$ cat src/rtl/fn_alu_pipe_if.sv
// Operand/result handshake bundle for fn_alu_pipe: valid/ready on the operand
// side, valid/ready plus result and flags on the result side.
interface fn_alu_pipe_if #(
    parameter int WIDTH = 8
);
    logic             in_valid;
    logic             in_ready;
    logic [WIDTH-1:0] a;
    logic [WIDTH-1:0] b;
    logic [2:0]       sel;
    logic             out_valid;
    logic             out_ready;
    logic [WIDTH-1:0] y;
    logic             zero;
    logic             carry;

    modport master (
        output in_valid, a, b, sel, out_ready,
        input  in_ready, out_valid, y, zero, carry
    );

    modport slave (
        input  in_valid, a, b, sel, out_ready,
        output in_ready, out_valid, y, zero, carry
    );
endinterface

$ cat src/rtl/fn_alu_pipe.sv
// Two-stage valid/ready pipeline applying one of eight ALU functions to two
// unsigned operands, producing a registered result with zero and carry flags.
module fn_alu_pipe #(
    parameter int WIDTH = 8
) (
    input  logic         clk,
    input  logic         rst_n,
    fn_alu_pipe_if.slave bus
);
    typedef logic [WIDTH-1:0] word_t;

    // Returns {carry, y}; subtraction's extra bit is the unsigned borrow.
    function automatic logic [WIDTH:0] alu_f(input word_t a, input word_t b,
                                             input logic [2:0] sel);
        logic [WIDTH:0] r;
        case (sel)
            3'd0:    r = {1'b0, a & b};
            3'd1:    r = {1'b0, a | b};
            3'd2:    r = {1'b0, a ^ b};
            3'd3:    r = {1'b0, ~(a ^ b)};
            3'd4:    r = {1'b0, a} + {1'b0, b};
            3'd5:    r = {1'b0, a} - {1'b0, b};
            3'd6:    r = {1'b0, ~(a & b)};
            default: r = {1'b0, a};
        endcase
        return r;
    endfunction

    logic           vld_p1_q, vld_p1_d;
    word_t          a_p1_q, a_p1_d;
    word_t          b_p1_q, b_p1_d;
    logic [2:0]     sel_p1_q, sel_p1_d;
    logic           vld_p2_q, vld_p2_d;
    word_t          y_p2_q, y_p2_d;
    logic           zero_p2_q, zero_p2_d;
    logic           carry_p2_q, carry_p2_d;
    logic           s1_adv, s2_adv;
    logic [WIDTH:0] res_p1;

    assign s2_adv = ~vld_p2_q | bus.out_ready;
    assign s1_adv = ~vld_p1_q | s2_adv;
    assign res_p1 = alu_f(a_p1_q, b_p1_q, sel_p1_q);

    always_comb begin
        vld_p1_d   = vld_p1_q;
        a_p1_d     = a_p1_q;
        b_p1_d     = b_p1_q;
        sel_p1_d   = sel_p1_q;
        vld_p2_d   = vld_p2_q;
        y_p2_d     = y_p2_q;
        zero_p2_d  = zero_p2_q;
        carry_p2_d = carry_p2_q;

        // Stage 1: capture operands; data only changes on an actual load.
        if (s1_adv) begin
            vld_p1_d = bus.in_valid;
            if (bus.in_valid) begin
                a_p1_d   = bus.a;
                b_p1_d   = bus.b;
                sel_p1_d = bus.sel;
            end
        end

        // Stage 2: register result and flags computed from stage 1.
        if (s2_adv) begin
            vld_p2_d = vld_p1_q;
            if (vld_p1_q) begin
                y_p2_d     = res_p1[WIDTH-1:0];
                zero_p2_d  = (res_p1[WIDTH-1:0] == '0);
                carry_p2_d = res_p1[WIDTH];
            end
        end
    end

    always_ff @(posedge clk or negedge rst_n) begin
        if (!rst_n) begin
            vld_p1_q   <= 1'b0;
            a_p1_q     <= '0;
            b_p1_q     <= '0;
            sel_p1_q   <= '0;
            vld_p2_q   <= 1'b0;
            y_p2_q     <= '0;
            zero_p2_q  <= 1'b0;
            carry_p2_q <= 1'b0;
        end else begin
            vld_p1_q   <= vld_p1_d;
            a_p1_q     <= a_p1_d;
            b_p1_q     <= b_p1_d;
            sel_p1_q   <= sel_p1_d;
            vld_p2_q   <= vld_p2_d;
            y_p2_q     <= y_p2_d;
            zero_p2_q  <= zero_p2_d;
            carry_p2_q <= carry_p2_d;
        end
    end

    assign bus.in_ready  = s1_adv;
    assign bus.out_valid = vld_p2_q;
    assign bus.y         = y_p2_q;
    assign bus.zero      = zero_p2_q;
    assign bus.carry     = carry_p2_q;
endmodule

$ cat src/flat_wrapper.sv
// flat-port wrapper written by rule: the top's interface ports become plain ports
module fn_alu_pipe_flat 
#(
    parameter int WIDTH = 8
)
  (clk, rst_n, bus_in_valid, bus_a, bus_b, bus_sel, bus_out_ready, bus_in_ready, bus_out_valid, bus_y, bus_zero, bus_carry);
  fn_alu_pipe_if #(.WIDTH(WIDTH)) bus_i ();
  input  logic clk;
  input  logic rst_n;
  input wire logic [$bits(bus_i.in_valid)-1:0] bus_in_valid;
  input wire logic [$bits(bus_i.a)-1:0] bus_a;
  input wire logic [$bits(bus_i.b)-1:0] bus_b;
  input wire logic [$bits(bus_i.sel)-1:0] bus_sel;
  input wire logic [$bits(bus_i.out_ready)-1:0] bus_out_ready;
  output wire logic [$bits(bus_i.in_ready)-1:0] bus_in_ready;
  output wire logic [$bits(bus_i.out_valid)-1:0] bus_out_valid;
  output wire logic [$bits(bus_i.y)-1:0] bus_y;
  output wire logic [$bits(bus_i.zero)-1:0] bus_zero;
  output wire logic [$bits(bus_i.carry)-1:0] bus_carry;
  assign bus_i.in_valid = bus_in_valid;
  assign bus_i.a = bus_a;
  assign bus_i.b = bus_b;
  assign bus_i.sel = bus_sel;
  assign bus_i.out_ready = bus_out_ready;
  assign bus_in_ready = bus_i.in_ready;
  assign bus_out_valid = bus_i.out_valid;
  assign bus_y = bus_i.y;
  assign bus_zero = bus_i.zero;
  assign bus_carry = bus_i.carry;
  fn_alu_pipe #(.WIDTH(WIDTH)) u_core (.clk(clk), .rst_n(rst_n), .bus(bus_i));
endmodule
$ cat config.mk
export PLATFORM = sky130hd
export DESIGN_NAME = fn_alu_pipe_flat
export DESIGN_NICKNAME = d
export VERILOG_FILES = /design/src/rtl/fn_alu_pipe_if.sv /design/src/rtl/fn_alu_pipe.sv /design/src/flat_wrapper.sv
export SDC_FILE = /design/constraint.sdc
export NUM_CORES = 1
export LEC_CHECK = 0
export CAP_MARGIN = 5
export CELL_PAD_IN_SITES_DETAIL_PLACEMENT = 0
export CELL_PAD_IN_SITES_GLOBAL_PLACEMENT = 2
export CORE_MARGIN = 2
export CORE_UTILIZATION = 34
export CTS_CLUSTER_SIZE = 28
export DETAILED_ROUTE_END_ITERATION = 12
export HOLD_SLACK_MARGIN = 0.02
export PLACE_DENSITY = 0.88
export SLEW_MARGIN = 10
export SYNTH_ARGS = -nofsm -noshare
export SYNTH_HDL_FRONTEND = slang
export SYNTH_SLANG_ARGS = --single-unit
$ cat constraint.sdc
create_clock -name clk -period 3.6 [get_ports clk]
set_input_delay 0.36 -clock clk [delete_from_list [all_inputs] [get_ports clk]]
set_output_delay 0.36 -clock clk [all_outputs]
set_load 0.1 [all_outputs]
==> results of run 1 <==
[where the power goes]
part | total, mW | switching [mW] | internal [mW]
registers | 0.487 | 0.0634 | 0.424
logic | 1.08 | 0.697 | 0.380
clock network | 0.307 | 0.132 | 0.174
total | 1.87 | 0.893 | 0.979
[per-stage QoR]
step                      setup WS [ns]  hold slack [ns]
after CTS                         0.727            0.474
after floorplan                   0.273           0.0644
after global placement            0.798            0.462
after detailed placement          0.750            0.468
final                             0.735            0.463
after global routing              0.521            0.512
[final cells by class]
cell class	count	area, µm²
clock buffer	8	100
fill	689	3910
inverter	23	86.3
multi-input combinational	193	1500
sequential	31	776
tap	96	120
timing repair buffer	39	375
[cells by family (layout without fill, tap and decap cells)]
family                   count (synthesis)  in the layout
flip-flops                              31             31
AO/OA/AOI/OAI                           57             57
multiplexers                            25             25
AND/OR/NAND/NOR                         72             72
adder cells (fa/ha/maj)                 26             26
buffers and inverters                   34             70
XOR/XNOR                                13             13
[registers in the layout, summed over array words and instances (netlist names)]
name                  count
u_core.sel_p1_q           3
u_core.bus.y              8
u_core.bus.carry          1
u_core.vld_p1_q           1
u_core.a_p1_q             8
u_core.b_p1_q             8
u_core.bus.zero           1
u_core.bus.out_valid      1
[cells in the mapped netlist, types with 7 or more instances]
cell / count
a21oi_1: 13
buf_2: 7
dfrtp_1: 31
ha_1: 25
inv_1: 23
mux2_2: 24
nand2_1: 17
nand2b_1: 14
nor2_1: 12
o21ai_0: 12
xnor2_1: 8
[routing by layer]
layer,vias up,GRT usage
met4,0,0.0620
met1,904,0.205
li1,984,-
met5,-,0
met3,8,0.0233
met2,44,0.227
[worst max path at each step]
stage / startpoint / to / slack (ns) / depth (start not counted)
after detailed placement: u_core.sel_p1_q[2] / u_core.bus.y[6] / 0.75 / 12
after floorplan: u_core.bus.out_valid / u_core.a_p1_q[1] / 0.27 / 4
after global placement: u_core.sel_p1_q[2] / u_core.bus.y[6] / 0.80 / 12
final: u_core.sel_p1_q[2] / u_core.bus.y[6] / 0.73 / 12
after global routing: u_core.sel_p1_q[2] / u_core.bus.y[7] / 0.52 / 12
after CTS: u_core.sel_p1_q[2] / u_core.bus.y[6] / 0.73 / 12
==> impl_metrics.env, run 1 <==
export IMPL_worst_path_max_fanout=9
export IMPL_rows=30
export IMPL_die_w_um=88.5
export IMPL_required_ns=3.77
export IMPL_avgRoutedWirePerCell_um=13.6
export IMPL_syn_area_um2=2430
export IMPL_fmax_ghz=0.349
export IMPL_hold_path_class="in2async"
export IMPL_stdcell_count=390
export IMPL_cts_path_max_buffers=2
export IMPL_top_level_ports=35
export IMPL_path_delay_family="compound AO/OA/AOI/OAI gates"
export IMPL_crit_chain="nor2b_1 -> buf_4 -> nand2_1 -> o31ai_1 -> xnor2_1 -> ha_1 -> a21oi_1 -> a21boi_1 -> o21a_1 -> or3_1 -> a31o_2 -> mux2_2"
export IMPL_leakage_nw=1.28
export IMPL_numCtsBuffers=5
export IMPL_reg2regPathDepth=12
export IMPL_finalSetupTns_ns=0
export IMPL_rr_endpoint="u_core.bus.y[6]"
export IMPL_syn2layout_area_growth_pct=21.8
export IMPL_synth_area_leaders="dfrtp_1, ha_1, mux2_2, nand2b_1, inv_1"
export IMPL_diodes=0
export IMPL_arrival_ns=3.04
export IMPL_yosys_area_top_type_share=0.319
export IMPL_finalMaxSlewViolations=0
export IMPL_layout_commonest_cell="clkdlybuf4s50_1"
export IMPL_routed_wl_met2_mm=2.33
export IMPL_syn_nets=307
export IMPL_slew_headroom=0.343
export IMPL_cts_max_level=2
export IMPL_fin_skew_ns=0.00228
export IMPL_path_clk_slew_ns=0.06
export IMPL_path_class="reg2reg"
export IMPL_top_layer="met4"
export IMPL_ys_seq_elements=31
export IMPL_synth_xor_xnor_area_share=0.0469
export IMPL_synth_top_family_by_area="compound AO/OA/AOI/OAI gates"
export IMPL_p_per_area_nw_per_um2=632
export IMPL_first_pass_iters=4
export IMPL_clkLatencyLatePin_ns=0.29
export IMPL_clock_sinks=31
export IMPL_die_y_um=88.5
export IMPL_drive_above_1_share=0.133
export IMPL_drc=0
export IMPL_cts_resized=0
export IMPL_synth_compound_area_share=0.162
export IMPL_critical_path_max_stage_delay_ns=0.37
export IMPL_yosys_warnings=0
export IMPL_track_usage=0.147
export IMPL_hpwl_mm=4.04
export IMPL_syn_area_per_cell_um2=9.41
export IMPL_synth_simple_area_share=0.157
export IMPL_clockRootBuffer="clkbuf_8"
export IMPL_fin_crit_sh=0.796
export IMPL_synthAdderAreaFrac=0.137
export IMPL_die_area_um2=7830
export IMPL_start_kind="flop"
export IMPL_ys_flop_type="dfrtp_1"
export IMPL_fin_nets=342
export IMPL_grt_overflow=0
export IMPL_max_cap_violations=0
export IMPL_critPathBufInv=1
export IMPL_grt_pass1_wl_mm=8.76
export IMPL_vias=1940
export IMPL_core_area_um2=6870
export IMPL_design_area_um2=2960
export IMPL_antenna_left=0
export IMPL_via_per_inst=4.97
export IMPL_synth_mux_area_frac=0.115
export IMPL_endpoint_kind="flop"
export IMPL_ys_types=47
export IMPL_placed_cell_area_um2=2860
export IMPL_portBuffers=34
export IMPL_first_iter_violations=157
export IMPL_min_period_ns=2.87
export IMPL_dp_cells=382
export IMPL_power_mw=1.87
export IMPL_ctsHoldBuffers=0
export IMPL_ir_drop_mv=0.174
export IMPL_worstMarginPinSlew_ns=0.982
export IMPL_ys_seq_area_frac=0.319
export IMPL_cts_setup_buffers=0
export IMPL_layout_common_cells="clkdlybuf4s50_1, dfrtp_1, ha_1"
export IMPL_cpMaxStageDelayCell="dfrtp_1"
export IMPL_synth_top_cell_by_area="dfrtp_1"
export IMPL_setup_viol=0
export IMPL_reg2reg_slack_ns=0.73
export IMPL_finalHoldViolCount=0
export IMPL_first_global_vias=1783
export IMPL_outcome="complete, no violations"
export IMPL_grt_antenna_before_repair=0
export IMPL_fin_util=0.431
export IMPL_drt_wl_total_mm=5.30
export IMPL_synth_enable_flop_cells=0
export IMPL_cts_tree="yes"
export IMPL_grt_setup_unrepaired="no"
export IMPL_grt_max_degree=37
export IMPL_globalplace_congestion=0.841
export IMPL_netlist_instances=258
export IMPL_wl_met1_mm=2.66
export IMPL_wl_met3_um=217
export IMPL_worstReg2RegStart="u_core.sel_p1_q[2]"
export IMPL_start_util=0.354
export IMPL_async_reset_ff_frac=1.00
No activity file was read; power rests on OpenSTA's default activity.
==> run 2, diff against run 1 <==
CORE_UTILIZATION = 31   (was 34)
PLACE_DENSITY = 0.85   (was 0.88)
clock period = 2.5 ns   (was 3.6 ns; I/O delays follow)
==> impl_metrics.env, run 2 (synthesis results as in run 1) <==
export IMPL_pre_cts_ws_ns=-0.142
export IMPL_startpoint="u_core.b_p1_q[0]"
export IMPL_hpwl_mm=4.61
export IMPL_fin_util=0.440
export IMPL_portBuffers=34
export IMPL_first_iter_violations=52
export IMPL_leakage_nw=1.53
export IMPL_die_y_um=92.5
export IMPL_track_usage=0.150
export IMPL_min_period_ns=2.54
export IMPL_drive_above_1_share=0.326
export IMPL_clock_sinks=31
export IMPL_layout_common_cells="buf_4, dfrtp_1, ha_1"
export IMPL_finalHoldViolCount=0
export IMPL_syn2layout_area_growth_pct=38.6
export IMPL_clkLatencyLatePin_ns=0.28
export IMPL_drc=0
export IMPL_cts_tree="yes"
export IMPL_clockRootBuffer="clkbuf_8"
export IMPL_violations="setup timing"
export IMPL_diodes=0
export IMPL_finalMaxSlewViolations=0
export IMPL_hold_path_class="in2async"
export IMPL_slew_headroom=0.689
export IMPL_drt_wl_total_mm=5.96
export IMPL_multi_input_area_um2=1670
export IMPL_top_layer="met4"
export IMPL_grt_max_degree=32
export IMPL_via_per_inst=4.88
export IMPL_seq_area_um2=781
export IMPL_dp_cells=420
export IMPL_top_level_ports=35
export IMPL_numCtsBuffers=5
export IMPL_path_clk_slew_ns=0.07
export IMPL_first_global_vias=2051
export IMPL_worst_path_max_fanout=3
export IMPL_grt_antenna_before_repair=0
export IMPL_ctsHoldBuffers=0
export IMPL_wl_met3_um=230
export IMPL_die_w_um=92.5
export IMPL_vias=2098
export IMPL_p_per_area_nw_per_um2=889
export IMPL_grt_setup_unrepaired="yes"
export IMPL_cts_max_level=2
export IMPL_max_cap_violations=0
export IMPL_start_util=0.318
export IMPL_avgRoutedWirePerCell_um=13.9
export IMPL_cts_path_max_buffers=2
export IMPL_endpoint_kind="flop"
export IMPL_fillCellCount=762
export IMPL_ir_drop_mv=0.256
export IMPL_placed_cell_area_um2=3140
export IMPL_start_kind="flop"
export IMPL_layout_commonest_cell="buf_4"
export IMPL_path_class="reg2reg"
export IMPL_fmax_ghz=0.394
export IMPL_wl_met1_mm=2.98
export IMPL_core_area_um2=7650
export IMPL_layout_setup_ws_ns=-0.0393
export IMPL_power_mw=2.99
export IMPL_antenna_left=0
export IMPL_globalplace_congestion=0.844
export IMPL_required_ns=2.67
export IMPL_arrival_ns=2.71
export IMPL_die_area_um2=8560
export IMPL_setup_viol=3
export IMPL_fin_crit_sh=1.02
export IMPL_hold_ws_ns=0.354
export IMPL_worstReg2RegStart="u_core.b_p1_q[0]"
export IMPL_fin_skew_ns=0.00383
export IMPL_grt_pass1_wl_mm=10.1
export IMPL_rows=32
export IMPL_outcome="finished, violations left"
export IMPL_stdcell_count=430
export IMPL_design_area_um2=3370
export IMPL_finalSetupTns_ns=-0.0521
export IMPL_routed_wl_met2_mm=2.68
export IMPL_first_pass_iters=4
export IMPL_worstMarginPinSlew_ns=0.465
export IMPL_grt_overflow=0
export IMPL_fin_nets=377
run 2: cell types whose count changed in the layout (fill, tap and decap cells not counted), moves of 3 or more:
cell             delta
mux2_4             +10
clkdlybuf4s50_1    -11
mux2_2             -10
nor3_1              -3
buf_4              +44
run 2: worst paths after layout:
path,to,slack (ns),cells after the start
max,u_core.bus.y[6],-0.04,10
min,u_core.sel_p1_q[0],0.35,2
max reg2reg,u_core.bus.y[6],-0.04,10
min reg2reg,u_core.bus.y[3],0.48,2
max in group asynchronous,u_core.bus.out_valid,1.83,2
min in group clk,u_core.bus.y[3],0.48,2
run 2: layout make-up:
| class | count | area share |
|---|---|---|
| Clock inverter | 1 | 0.00149 |
| Inverter | 23 | 0.0256 |
| Timing Repair Buffer | 74 | 0.184 |
| Clock buffer | 6 | 0.0245 |
| Multi-Input combinational cell | 193 | 0.495 |
| Tap cell | 102 | 0.0379 |
| Sequential cell | 31 | 0.232 |
run 2: layer usage:
metal  GRT usage  vias to the layer above
met3      0.0244                        6
li1            -                     1053
met5           0                        -
met2       0.235                       55
met4      0.0572                        0
met1       0.208                      984
run 2: where the power goes:
part           leakage [nW]  switching [mW]  internal (mW)
Combinational          1.12            1.11          0.767
Sequential            0.364           0.101          0.612
Clock                0.0470           0.193          0.216
Total                  1.53            1.40           1.59
run 2: repair_timing:
action	4_1_cts	5_1_grt
setup endpoints to repair	5	5
cloned	0	0
gates resized for setup	20	7
pin swaps	11	3
buffers inserted	3	1
run 2: worst max-delay path: stages (launching register included):
cell and delay [ns]:
dfrtp_1 0.41, buf_6 0.14, o31ai_4 0.23, xnor2_1 0.14, ha_1 0.29, a21oi_2 0.18, a21boi_2 0.09, o21a_1 0.19
or3_1 0.30, a31o_2 0.21, mux2_2 0.25
==> run 3, diff against run 2 <==
SETUP_SLACK_MARGIN = 0.1   (was default)
==> impl_metrics.env, run 3 (synthesis results as in run 1) <==
export IMPL_ctsHoldBuffers=0
export IMPL_finalMaxSlewViolations=0
export IMPL_grt_antenna_before_repair=0
export IMPL_track_usage=0.145
export IMPL_rows=32
export IMPL_min_period_ns=2.61
export IMPL_worst_path_max_fanout=5
export IMPL_globalplace_congestion=0.827
export IMPL_core_area_um2=7650
export IMPL_vias=2095
export IMPL_drc=0
export IMPL_die_y_um=92.5
export IMPL_leakage_nw=1.56
export IMPL_path_clk_slew_ns=0.07
export IMPL_drt_wl_total_mm=5.97
export IMPL_finalHoldViolCount=0
export IMPL_violations="setup timing"
export IMPL_grt_pass1_wl_mm=9.93
export IMPL_grt_setup_unrepaired="yes"
export IMPL_top_level_ports=35
export IMPL_path_class="reg2reg"
export IMPL_numCtsBuffers=5
export IMPL_seq_area_um2=781
export IMPL_arrival_ns=2.78
export IMPL_antenna_left=0
export IMPL_first_iter_violations=48
export IMPL_start_util=0.318
export IMPL_slew_headroom=0.701
export IMPL_hold_path_class="in2async"
export IMPL_via_per_inst=4.87
export IMPL_diodes=0
export IMPL_first_pass_iters=4
export IMPL_fin_crit_sh=1.04
export IMPL_fillCellCount=728
export IMPL_clkLatencyLatePin_ns=0.29
export IMPL_clock_sinks=31
export IMPL_reg2regPathDepth=12
export IMPL_grt_max_degree=35
export IMPL_start_kind="flop"
export IMPL_grt_overflow=0
export IMPL_fin_nets=377
export IMPL_die_area_um2=8560
export IMPL_multi_input_area_um2=1700
export IMPL_first_global_vias=2105
export IMPL_die_w_um=92.5
export IMPL_clockRootBuffer="clkbuf_8"
export IMPL_cts_path_max_buffers=2
export IMPL_layout_setup_ws_ns=-0.108
export IMPL_fin_skew_ns=0.00752
export IMPL_fmax_ghz=0.383
export IMPL_cts_max_level=2
export IMPL_layout_common_cells="buf_4, dfrtp_1, inv_1"
export IMPL_finalSetupTns_ns=-0.165
export IMPL_power_mw=3.00
export IMPL_setup_viol=3
export IMPL_ir_drop_mv=0.262
export IMPL_avgRoutedWirePerCell_um=13.9
export IMPL_hpwl_mm=4.45
export IMPL_required_ns=2.67
export IMPL_endpoint_kind="flop"
export IMPL_cts_tree="yes"
export IMPL_portBuffers=34
export IMPL_syn2layout_area_growth_pct=40.0
export IMPL_drive_above_1_share=0.341
export IMPL_layout_commonest_cell="buf_4"
export IMPL_outcome="finished, violations left"
export IMPL_worstMarginPinSlew_ns=0.447
export IMPL_max_cap_violations=0
export IMPL_p_per_area_nw_per_um2=882
==> run 3: worst paths after layout <==
check,from,endpoint,slack [ns]
setup / recovery,u_core.sel_p1_q[2],u_core.bus.y[6],-0.11
hold / removal,rst_n,u_core.b_p1_q[0],0.35
setup reg to reg,u_core.sel_p1_q[2],u_core.bus.y[6],-0.11
hold reg to reg,u_core.bus.y[2],u_core.bus.y[2],0.48
max in group asynchronous,rst_n,u_core.bus.out_valid,1.83
min in group clk,u_core.bus.y[2],u_core.bus.y[2],0.48
==> run 3: where the power goes <==
group	switching (mW)	total [mW]	internal, mW
combinational	1.12	1.89	0.766
clock	0.195	0.411	0.216
sequential	0.0911	0.703	0.612
==> run 3: what timing repair did <==
| item | 4_1_cts | 5_1_grt |
|---|---|---|
| setup endpoints to repair | 5 | 6 |
| buffers inserted | 4 | 2 |
| resized for setup | 7 | 17 |
| pin swaps | 6 | 14 |
==> run 3: metal layers <==
metal / wire length [µm] / GRT usage
met5: 0 / 0
met4: 80 / 0.0460
met1: 2940 / 0.202
met2: 2660 / 0.232
met3: 281 / 0.0228
==> run 3: critical path, stage by stage (launching register included) <==
cell	delay, ns
dfrtp_1	0.38
nor2b_1	0.13
buf_4	0.16
nand2_4	0.09
o31ai_2	0.07
xnor2_1	0.15
ha_2	0.31
a21oi_2	0.17
a21boi_2	0.08
o21a_1	0.18
or3_1	0.31
a31o_2	0.22
mux2_2	0.26
==> run 3: layout make-up <==
type | instances | area share
clock inverters | 1 | 0.00147
multi-input cells | 193 | 0.501
clock buffers | 6 | 0.0243
inverters | 23 | 0.0254
flip-flops and latches | 31 | 0.230
well taps | 102 | 0.0375
repair buffers | 74 | 0.181
==> run 3: stage by stage <==
step / std cells / setup slack (ns) / utilization / instance area [µm²] / hold slack (ns)
after floorplan: 258 / -0.151 / - / 2550 / -0.0456
after global placement: 417 / -0.0987 / 0.413 / 3160 / 0.466
after detailed placement: 417 / -0.128 / 0.413 / 3160 / 0.475
after CTS: 428 / -0.0869 / 0.431 / 3300 / 0.366
after global routing: 430 / -0.193 / 0.445 / 3400 / 0.389
final: 430 / -0.108 / 0.445 / 3400 / 0.350
